File: src/rtl/merge_sched_ctrl.sv
// Select/stall sequencer for the two-input run merger: picks the FIFO to dequeue,
// keeps exactly one terminator per merged run pair and counts finished pairs.
module merge_sched_ctrl #(
  parameter int unsigned DATA_WIDTH    = 128,
  parameter int unsigned RUN_CNT_WIDTH = 32
) (
  input  logic                     i_clk,
  input  logic                     i_rst,
  input  logic [DATA_WIDTH-1:0]    i_a_key,
  input  logic                     i_a_empty,
  input  logic [DATA_WIDTH-1:0]    i_b_key,
  input  logic                     i_b_empty,
  input  logic                     i_fifo_out_full,
  output logic                     o_select_a,
  output logic                     o_stall,
  output logic                     o_drop,
  output logic                     o_term,
  output logic [2:0]               o_state,
  output logic [RUN_CNT_WIDTH-1:0] o_run_count
);

  typedef enum logic [2:0] {
    MERGE   = 3'd0,
    DRAIN_A = 3'd1,
    DRAIN_B = 3'd2,
    TERM_A  = 3'd3,
    TERM_B  = 3'd4
  } state_t;

  state_t                   state_q;
  state_t                   state_d;
  logic [RUN_CNT_WIDTH-1:0] run_count_q;
  logic                     cnt_inc;
  logic                     illegal;
  logic                     az;
  logic                     bz;

  assign az = (i_a_key == '0);
  assign bz = (i_b_key == '0);

  // State register and pair counter; both hold while stalled.
  always_ff @(posedge i_clk) begin
    if (i_rst) begin
      state_q     <= MERGE;
      run_count_q <= '0;
    end else begin
      if (!o_stall || illegal) state_q <= state_d;
      if (cnt_inc) run_count_q <= run_count_q + RUN_CNT_WIDTH'(1);
    end
  end

  // Next state and same-cycle dequeue controls; stalled cycles keep the safe defaults.
  always_comb begin
    state_d    = state_q;
    o_stall    = 1'b1;
    o_select_a = 1'b1;
    o_drop     = 1'b0;
    o_term     = 1'b0;
    cnt_inc    = 1'b0;
    illegal    = 1'b0;

    case (state_q)
      DRAIN_B: begin
        o_stall = i_fifo_out_full | i_b_empty;
        if (!o_stall) begin
          o_select_a = 1'b0;
          if (bz) begin
            o_drop  = 1'b1;
            state_d = TERM_A;
          end
        end
      end
      DRAIN_A: begin
        o_stall = i_fifo_out_full | i_a_empty;
        if (!o_stall && az) begin
          o_drop  = 1'b1;
          state_d = TERM_B;
        end
      end
      TERM_A: begin
        o_stall = i_fifo_out_full | i_a_empty;
        if (!o_stall) begin
          o_term  = 1'b1;
          cnt_inc = 1'b1;
          state_d = MERGE;
        end
      end
      TERM_B: begin
        o_stall = i_fifo_out_full | i_b_empty;
        if (!o_stall) begin
          o_select_a = 1'b0;
          o_term     = 1'b1;
          cnt_inc    = 1'b1;
          state_d    = MERGE;
        end
      end
      default: begin
        // MERGE, and the unused codes which behave as MERGE.
        o_stall = i_fifo_out_full | i_a_empty | i_b_empty;
        if (!o_stall) begin
          case ({az, bz})
            2'b00: o_select_a = (i_a_key <= i_b_key);
            2'b10: begin
              o_select_a = 1'b0;
              state_d    = DRAIN_B;
            end
            2'b01: state_d = DRAIN_A;
            default: begin
              o_drop  = 1'b1;
              state_d = TERM_B;
            end
          endcase
        end
        if (state_q != MERGE) begin
          illegal = 1'b1;
          state_d = MERGE;
        end
      end
    endcase

    if (i_rst) begin
      o_stall    = 1'b1;
      o_select_a = 1'b1;
      o_drop     = 1'b0;
      o_term     = 1'b0;
      cnt_inc    = 1'b0;
    end
  end

  assign o_state     = state_q;
  assign o_run_count = run_count_q;

endmodule

File: config.mk
export PLATFORM = sky130hd
export DESIGN_NAME = merge_sched_ctrl
export DESIGN_NICKNAME = d
export VERILOG_FILES = /design/src/rtl/merge_sched_ctrl.sv
export SDC_FILE = /design/constraint.sdc
export NUM_CORES = 1
export LEC_CHECK = 0
export CORE_AREA = 2 2 116 118
export DETAILED_ROUTE_END_ITERATION = 6
export DIE_AREA = 0 0 118 120
export PLACE_DENSITY = 0.88
export SYNTH_ARGS = -nofsm -noshare
export SYNTH_HDL_FRONTEND = slang
export SYNTH_SLANG_ARGS = --single-unit
File: constraint.sdc
create_clock -name i_clk -period 11.7 [get_ports i_clk]
set_input_delay 2.34 -clock i_clk [delete_from_list [all_inputs] [get_ports i_clk]]
set_output_delay 2.34 -clock i_clk [all_outputs]
set_load 0.05 [all_outputs]
### Word level (Yosys, flattened, before mapping)

Cells that the tools add are included.

| word-level totals | value |
|---|---|
| output and inout bits | 39 |
| input port bits | 261 |
| register bits | 35 |
| word-level logic and storage cells | 63 |

| cells by class | value |
|---|---|
| $add $sub $neg | 1 |
| eq/ne operators | 13 |
| muxes and demuxes | 29 |
| reduce and logical (&&, ||, !) cells | 14 |
| $lt $le $gt $ge | 1 |
| bitwise logic cells | 3 |

Operators with widths:

| operator | number |
|---|---|
| $logic_not 128->1 | 2 |
| $le 128x128->1 | 1 |
| $add 32x1->32 const B | 1 |
| $mux 3 | 7 |
| $mux 1 | 15 |
| $pmux 3 s4 | 1 |
| $ne 2x2->1 const B | 5 |
| $pmux 3 s3 | 1 |
| $pmux 1 s2 | 4 |
| $reduce_and 8->1 | 1 |
| $eq 3x2->1 const B | 2 |
| $ne 6x1->1 const B | 1 |
| $ne 6x6->1 const B | 1 |
| $reduce_or 2->1 | 3 |
| $reduce_or 4->1 | 1 |
| $eq 3x1->1 const B | 1 |
| $eq 3x3->1 const B | 1 |
| $or 1x1->1 | 3 |
| $pmux 1 s3 | 1 |
| $reduce_bool 3->1 | 1 |
| $reduce_or 3->1 | 1 |
| $eq 2x1->1 const B | 1 |
| $eq 2x2->1 const B | 1 |
| $logic_not 1->1 | 2 |
| other kinds (3) | 3 |

### Longest topological paths before layout

Gate-level depths: netlist of run 1.

| logic depth | value |
|---|---|
| depth in word-level cells | 7 |
| depth in mapped cells | 13 |
| mapped depth without buffers | 13 |

### Worst setup path after synthesis of run 1

Ideal clock, no wire load.

| path | value |
|---|---|
| path type | input -> output |
| start | in i_a_key[1] |
| end | out o_select_a |
| path slack | 4,421 ps |
| required time | 9,360 ps |
| path buffers | 0 |
| cell stages on the path | 12 |
| arrival time | 4,939 ps |
| cells stage by stage | nor4_1 -> nand4_1 -> nor4_1 -> nand2_1 -> ha_1 -> o21bai_1 -> o21ai_0 -> a21oi_1 -> or4_1 -> a41oi_1 -> nor3b_1 -> a22oi_1 |

| on the way | value |
|---|---|
| longest elaborated chain between the ends | 6 |
| elaborated cells between the ends (all ways) | 8 |
| those cells by class | order compare (1); eq/ne (1); mux (4); reduce/logical (2) |

Ends and longest elaborated chain:

| item | line | source |
|---|---|---|
| start, declared | 9 | `input logic [DATA_WIDTH-1:0] i_a_key,` |
| parallel branches: the longest is 2 deep, another holds $le 128x128->1 | n/a |  |
| $pmux 1 s2 (*) | 101 | `case ({az, bz})` |
| $mux 1 (*) | 100 | `if (!o_stall) begin` |
| $pmux 1 s2 (*) | 62 | `case (state_q)` |
| $mux 1 (*) | 121 | `if (i_rst) begin` |
| end, declared | 14 | `output logic o_select_a,` |

Every way passes the cells marked *.

### Worst setup path after layout of run 1

| path | value |
|---|---|
| start | in i_a_key[65] |
| end | out o_select_a |

Same word-level chain as after synthesis.

==> results of run 1 <==
per-stage QoR:
| step | hold WS [ps] | cells | cell area [sq um] | total power [mW] |
|---|---|---|---|---|
| 2_1_floorplan | 720.9 | 765 | 5572 | 0.2062 |
| 3_3_place_gp | 487.7 | 1232 | 8756 | 0.3325 |
| 3_5_place_dp | 502.7 | 1232 | 8756 | 0.3360 |
| 4_1_cts | 515.0 | 1240 | 8897 | 0.4624 |
| 5_1_grt | 537.2 | 1240 | 8897 | 0.4912 |
| 6_report | 516.1 | 1240 | 8897 | 0.4616 |
worst max-delay path by stage:
stage,start,endpoint,slack [ps],cells past startpoint
after global placement,i_a_key[65],o_select_a,2580,15
final,i_a_key[65],o_select_a,2670,15
after floorplan,i_a_key[1],o_select_a,4420,12
after detailed placement,i_a_key[65],o_select_a,2550,15
after global routing,i_a_key[75],o_select_a,2220,15
after CTS,i_a_key[65],o_select_a,2540,15
power groups by stage:
| stage | clock network (mW) | logic (mW) | registers [mW] |
|---|---|---|---|
| 6_report | 0.125 | 0.217 | 0.119 |
| 5_1_grt | 0.132 | 0.240 | 0.119 |
| 4_1_cts | 0.128 | 0.216 | 0.119 |
| 3_5_place_dp | 0 | 0.214 | 0.122 |
| 3_3_place_gp | 0 | 0.211 | 0.122 |
| 2_1_floorplan | 0 | 0.0844 | 0.122 |
placed cells by master (no fill, tap or decap), types with 22 or more instances in the layout:
cell	n
clkdlybuf4s50_1	299
nand2_1	47
a21oi_1	61
nor4_1	73
nand3_1	22
dfxtp_1	35
ha_1	134
nand4_1	47
nor2_1	52
inv_1	137
cell families (layout without fill, tap and decap cells):
logic type	Yosys count	after routing	synth area share, %
adder cells (fa/ha/maj)	134	134	30.09
buffers and inverters	146	445	9.881
flip-flops	35	35	12.58
AO/OA/AOI/OAI	132	132	14.57
XOR/XNOR	29	29	4.559
multiplexers	1	1	0.1797
AND/OR/NAND/NOR	288	288	28.14
routing by layer:
| layer | up-vias | part of all wire (%) |
|---|---|---|
| met3 | 43 | 8.1 |
| li1 | 3391 | - |
| met4 | 0 | 2.6 |
| met5 | - | 0 |
| met1 | 3130 | 42 |
| met2 | 265 | 48 |
registers in the layout, indices dropped and copies added (netlist names):
register,count
o_run_count,32
o_state,3
critical path, stage by stage:
cell and delay (ps):
clkdlybuf4s50_1 420, nor4_1 600, nand4_1 200, nor4_1 550, nand2_1 200, inv_1 180, ha_1 200, o21bai_1 90
a21oi_1 140, a21oi_1 50, or4_1 410, a41oi_1 220, nor3b_1 220, a22oi_1 100, clkdlybuf4s50_1 750
area by class of cell:
| class | instances | area [sq um] | share of cell area [%] |
|---|---|---|---|
| flip-flops and latches | 35 | 700.7 | 7.875 |
| inverters | 137 | 514.2 | 5.780 |
| clock inverters | 2 | 12.51 | 0.1406 |
| well taps | 176 | 220.2 | 2.475 |
| clock buffers | 6 | 128.9 | 1.448 |
| repair buffers | 300 | 3000 | 33.72 |
| multi-input cells | 584 | 4320 | 48.56 |
==> out/qor.yml, run 1 <==
critical_path:
  r2r_setup_slack_ps: 8910
  crit_path_end_kind: "output port"
  required_ps: 9360
  reg2reg_depth: 7
  cp.arrival_ps: 6690
  r2r_start: "o_state[0]$_SDFFE_PP0P_"
  critPathLaunchType: "input pin"
  path_class: "input pin to output port"
  crit_fanout: 4
  worst_r2r_endpoint: "o_run_count[15]$_SDFFE_PP0P_"
drt:
  wirelength_mm: 21.70
  vias_per_cell: 5.507
  wl_per_cell_um: 17.50
  firstDrtPassIters: 4
  drtAntennaViolNets: 0
  first_iter_violations: 328
  post-route-drc-count: 0
  via_count: 6829
floorplan:
  core_sq_um: 12980
  ios: 300
  die_x_um: 118
  die_h_um: 120
  dieArea_sq_um: 14160
  initial_core_util_pct: 42.92
  num_rows: 42
final_layout:
  num_antenna_cells: 0
  fin_nets: 1458
  syn_to_final_growth_pct: 59.69
  drive_gt1_share_pct: 1.128
  post-route-util_pct: 68.55
  n_fill_cell: 1060
cts:
  root_buffer: "clkbuf_16"
  numCtsBuffers: 5
  cts_tree: "yes"
  cts-resized-gates: 0
  cts_buffer_depth: 2
  clock_sinks: 35
  clock_latency_ps: 280
  post_cts_buffers: 0
  clk_pin_slew_ps: 50
  cts_max_level: 2
  hold_buffers: 0
pwr:
  seqPwrFrac_pct: 25.8
  ir_drop_mv: 0.08072
  leakagePower_nw: 3.998
  power_per_cell_area_nw_per_um2: 51.88
  power_frac_comb_pct: 47.1
  switching_share_pct: 30.03
  p_int_mw: 0.3230
  clkPwrFrac_pct: 27.1
  power.net_switching_mw: 0.1386
sta:
  finalCriticalPeriod_ps: 9032
  max_freq_ghz: 0.1107
  skew_ps: 4.909
  hold_viol_final: 0
  max_slew_margin_pct: 54.70
  final.setup.worst_slack_ps: 2668
  slew_viol_final: 0
  period_share_pct: 77.19
  tns_ps: 0
  tightest_slew_ps: 673.3
  grt_setup_unrepaired: "false"
  setup_viol: 0
yosys:
  netlist_instances: 765
  yosys_warnings: 0
  synth_edf_count: 0
  synth_most_common_cell: "inv_1"
  synth_top_area_share_pct: 30.09
  synth_cell_types: 48
  synth_nets: 1160
  syn_area_sq_um: 5572
  synth_top_area_cell: "ha_1"
  yosys-top-cells-area: "ha_1, dfxtp_1, inv_1"
  synth_common_cells: "inv_1, ha_1, nor4_1"
  ys.flop_type: "dfxtp_1"
  async_flop_share_pct: 0
  syn_avg_cell_area_sq_um: 7.283
  ys_seq_area_share_pct: 12.58
  ys_ff_latch: 35
placement:
  gp_congestion: 0.9902
  portBuffers: 299
  dp_hpwl_mm: 19.07
  pre_cts_ws_ps: 2555
grt:
  grt_overflow: 0
  grt_use_met1_pct: 36.12
  grt_pass1_vias: 6807
  grt_max_degree: 45
  grtUsageTotal_pct: 30.01
  grt_use_met2_pct: 53.82
  grt_busiest_layer: "met2"
  grt_use_met3_pct: 6.369
  grt_pass1_wl_mm: 34.40
  antenna_found_initial: 0
min_path:
  hold_class: "flip-flop to flip-flop"
  hold_start: "o_run_count[10]$_SDFFE_PP0P_"
  min_to: "o_run_count[10]$_SDFFE_PP0P_"
  timing.hold.worst_path_depth: 2
status:
  status: "complete, no violations"
job:
  maxCapViolations: 0
Power figures use the tool's default switching activity.
==> run 2: changes to the inputs <==
Settings changed: CORE_AREA 2 2 116 118 to default, CORE_UTILIZATION from default to 41, DIE_AREA 0 0 118 120 to default, PLACE_DENSITY 0.88 to 0.84.
Clock period 11.7 ns to 8.9 ns, I/O delays scaled along.
==> run 2 against run 1 <==
  * Largest power group unchanged
  * Highest routed layer unchanged
  * Critical path type unchanged
  * Clock skew decreased by 2.3 ps
  * Count of clock-buffer cells in the layout fell by 1
  * Register-to-register slack worse by 2700 ps
  * Global-route usage rose by 0.28 points
  * Worst setup slack lost 1600 ps
  * First-iteration DRC count grew 13%
  * Routed wire length shrank 1.1%
  * Largest cell class unchanged
==> out/qor.yml, run 2 (synthesis results as in run 1) <==
sta:
  finalCriticalPeriod_ps: 7848
  tightest_slew_ps: 646.1
  hold_viol_final: 0
  max_slew_margin_pct: 56.67
  period_share_pct: 88.18
  setup_viol: 0
  skew_ps: 2.604
  grt_setup_unrepaired: "false"
  final.setup.worst_slack_ps: 1052
  slew_viol_final: 0
  tns_ps: 0
  max_freq_ghz: 0.1274
critical_path:
  path_class: "input pin to output port"
  crit_path_end_kind: "output port"
  cp_slowest_cell: "clkdlybuf4s50_1"
  required_ps: 7120
  r2r_setup_slack_ps: 6170
  cp.buffers_inverters: 3
  cp.depth: 15
  cp.arrival_ps: 6070
  crit_fanout: 4
  critical-path-top-delay-family: "simple AND/OR/NAND/NOR gates"
  reg2reg_depth: 7
  max_stage_delay_ps: 740
  critPathLaunchType: "input pin"
  crit_chain: "clkdlybuf4s50_1, nor4_1, nand4_1, nor4_1, nand2_1, inv_1, ha_1, o21bai_1, a21oi_1, a21oi_1, or4_1, a41oi_1, nor3b_1, a22oi_1, clkdlybuf4s50_1"
job:
  maxCapViolations: 0
min_path:
  hold_class: "flip-flop to flip-flop"
  timing.hold.worst_path_depth: 2
pwr:
  ir_drop_mv: 0.09658
  fin_total_pwr_mw: 0.6417
  power_per_cell_area_nw_per_um2: 71.90
  leakagePower_nw: 4.015
drt:
  drtAntennaViolNets: 0
  via_count: 6826
  first_iter_violations: 369
  wl_per_cell_um: 17.30
  firstDrtPassIters: 7
  post-route-drc-count: 0
  vias_per_cell: 5.505
  wirelength_mm: 21.46
placement:
  pre_cts_ws_ps: 1106
  dp_hpwl_mm: 18.73
  place_area_sq_um: 8756
  portBuffers: 299
  gp_congestion: 0.9723
floorplan:
  initial_core_util_pct: 42.07
  ios: 300
  num_rows: 42
  dieArea_sq_um: 14060
  die_x_um: 118.6
  die_h_um: 118.6
  core_sq_um: 13240
cts:
  post_cts_buffers: 0
  cts_max_level: 2
  cts_buffer_depth: 2
  root_buffer: "clkbuf_16"
  clock_latency_ps: 280
  cts_tree: "yes"
  cts-resized-gates: 0
  numCtsBuffers: 5
  clock_sinks: 35
  clk_pin_slew_ps: 50
  hold_buffers: 0
grt:
  grt_overflow: 0
  grtUsageTotal_pct: 30.29
  grt_pass1_wl_mm: 34.18
  grt_pass1_vias: 6885
  antenna_found_initial: 0
  grt_max_degree: 45
final_layout:
  stdcell_area_sq_um: 8925
  fin_nets: 1458
  drive_gt1_share_pct: 1.222
  layout_commonest_cell: "clkdlybuf4s50_1"
  syn_to_final_growth_pct: 60.18
  largest_reg_flops: 32
  post-route-util_pct: 67.39
  num_antenna_cells: 0
  final_cell_mix: "clkdlybuf4s50_1, inv_1, ha_1"
status:
  status: "complete, no violations"
-- run 2: cell count changes in the layout (fill, tap and decap cells not counted) --
cell / delta
clkinvlp_4: -1
clkinv_4: +1
bufinv_16: +1
clkbuf_1: -1
-- run 2: area by class of cell --
| cell class | instances | area, sq um |
|---|---|---|
| Inverter | 137 | 514.2 |
| Timing Repair Buffer | 300 | 3000 |
| Tap cell | 176 | 220.2 |
| Multi-Input combinational cell | 584 | 4320 |
| Fill cell | 1139 | 4318 |
| Sequential cell | 35 | 700.7 |
| Clock inverter | 3 | 43.79 |
| Clock buffer | 5 | 125.1 |
-- run 2: path summary, 6_finish.rpt --
check / start / to
hold / removal: o_run_count[31]$_SDFFE_PP0P_ / o_run_count[31]$_SDFFE_PP0P_
setup / recovery: i_a_key[6] / o_select_a
setup reg to reg: o_state[0]$_SDFFE_PP0P_ / o_run_count[23]$_SDFFE_PP0P_
hold reg to reg: o_run_count[31]$_SDFFE_PP0P_ / o_run_count[31]$_SDFFE_PP0P_
-- run 2: worst min-delay path, cell delays in order (launching register included) --
cell and delay (ps):
dfxtp_1 340, xor2_1 70, nor2_1 70
-- run 2: power by group --
group / internal, mW / leakage [nW] / switching [mW]
combinational: 0.165 / 3.65 / 0.122
sequential: 0.157 / 0.282 / 0.0000000000000000108
clock: 0.132 / 0.0838 / 0.0659
total: 0.454 / 4.01 / 0.188
-- run 2: per-layer routing --
layer  global-route usage, %  part of all wire, %
met5                       0                    0
met1                   35.89                   42
met4                   11.71                  3.6
met3                   5.985                  7.3
met2                   53.33                   47
-- run 2: metrics by stage --
step | std cells | hold slack [ps]
2_1_floorplan | 765 | 720.9
5_1_grt | 1240 | 550.6
3_3_place_gp | 1232 | 486.9
3_5_place_dp | 1232 | 504.4
6_report | 1240 | 519.7
4_1_cts | 1240 | 522.9
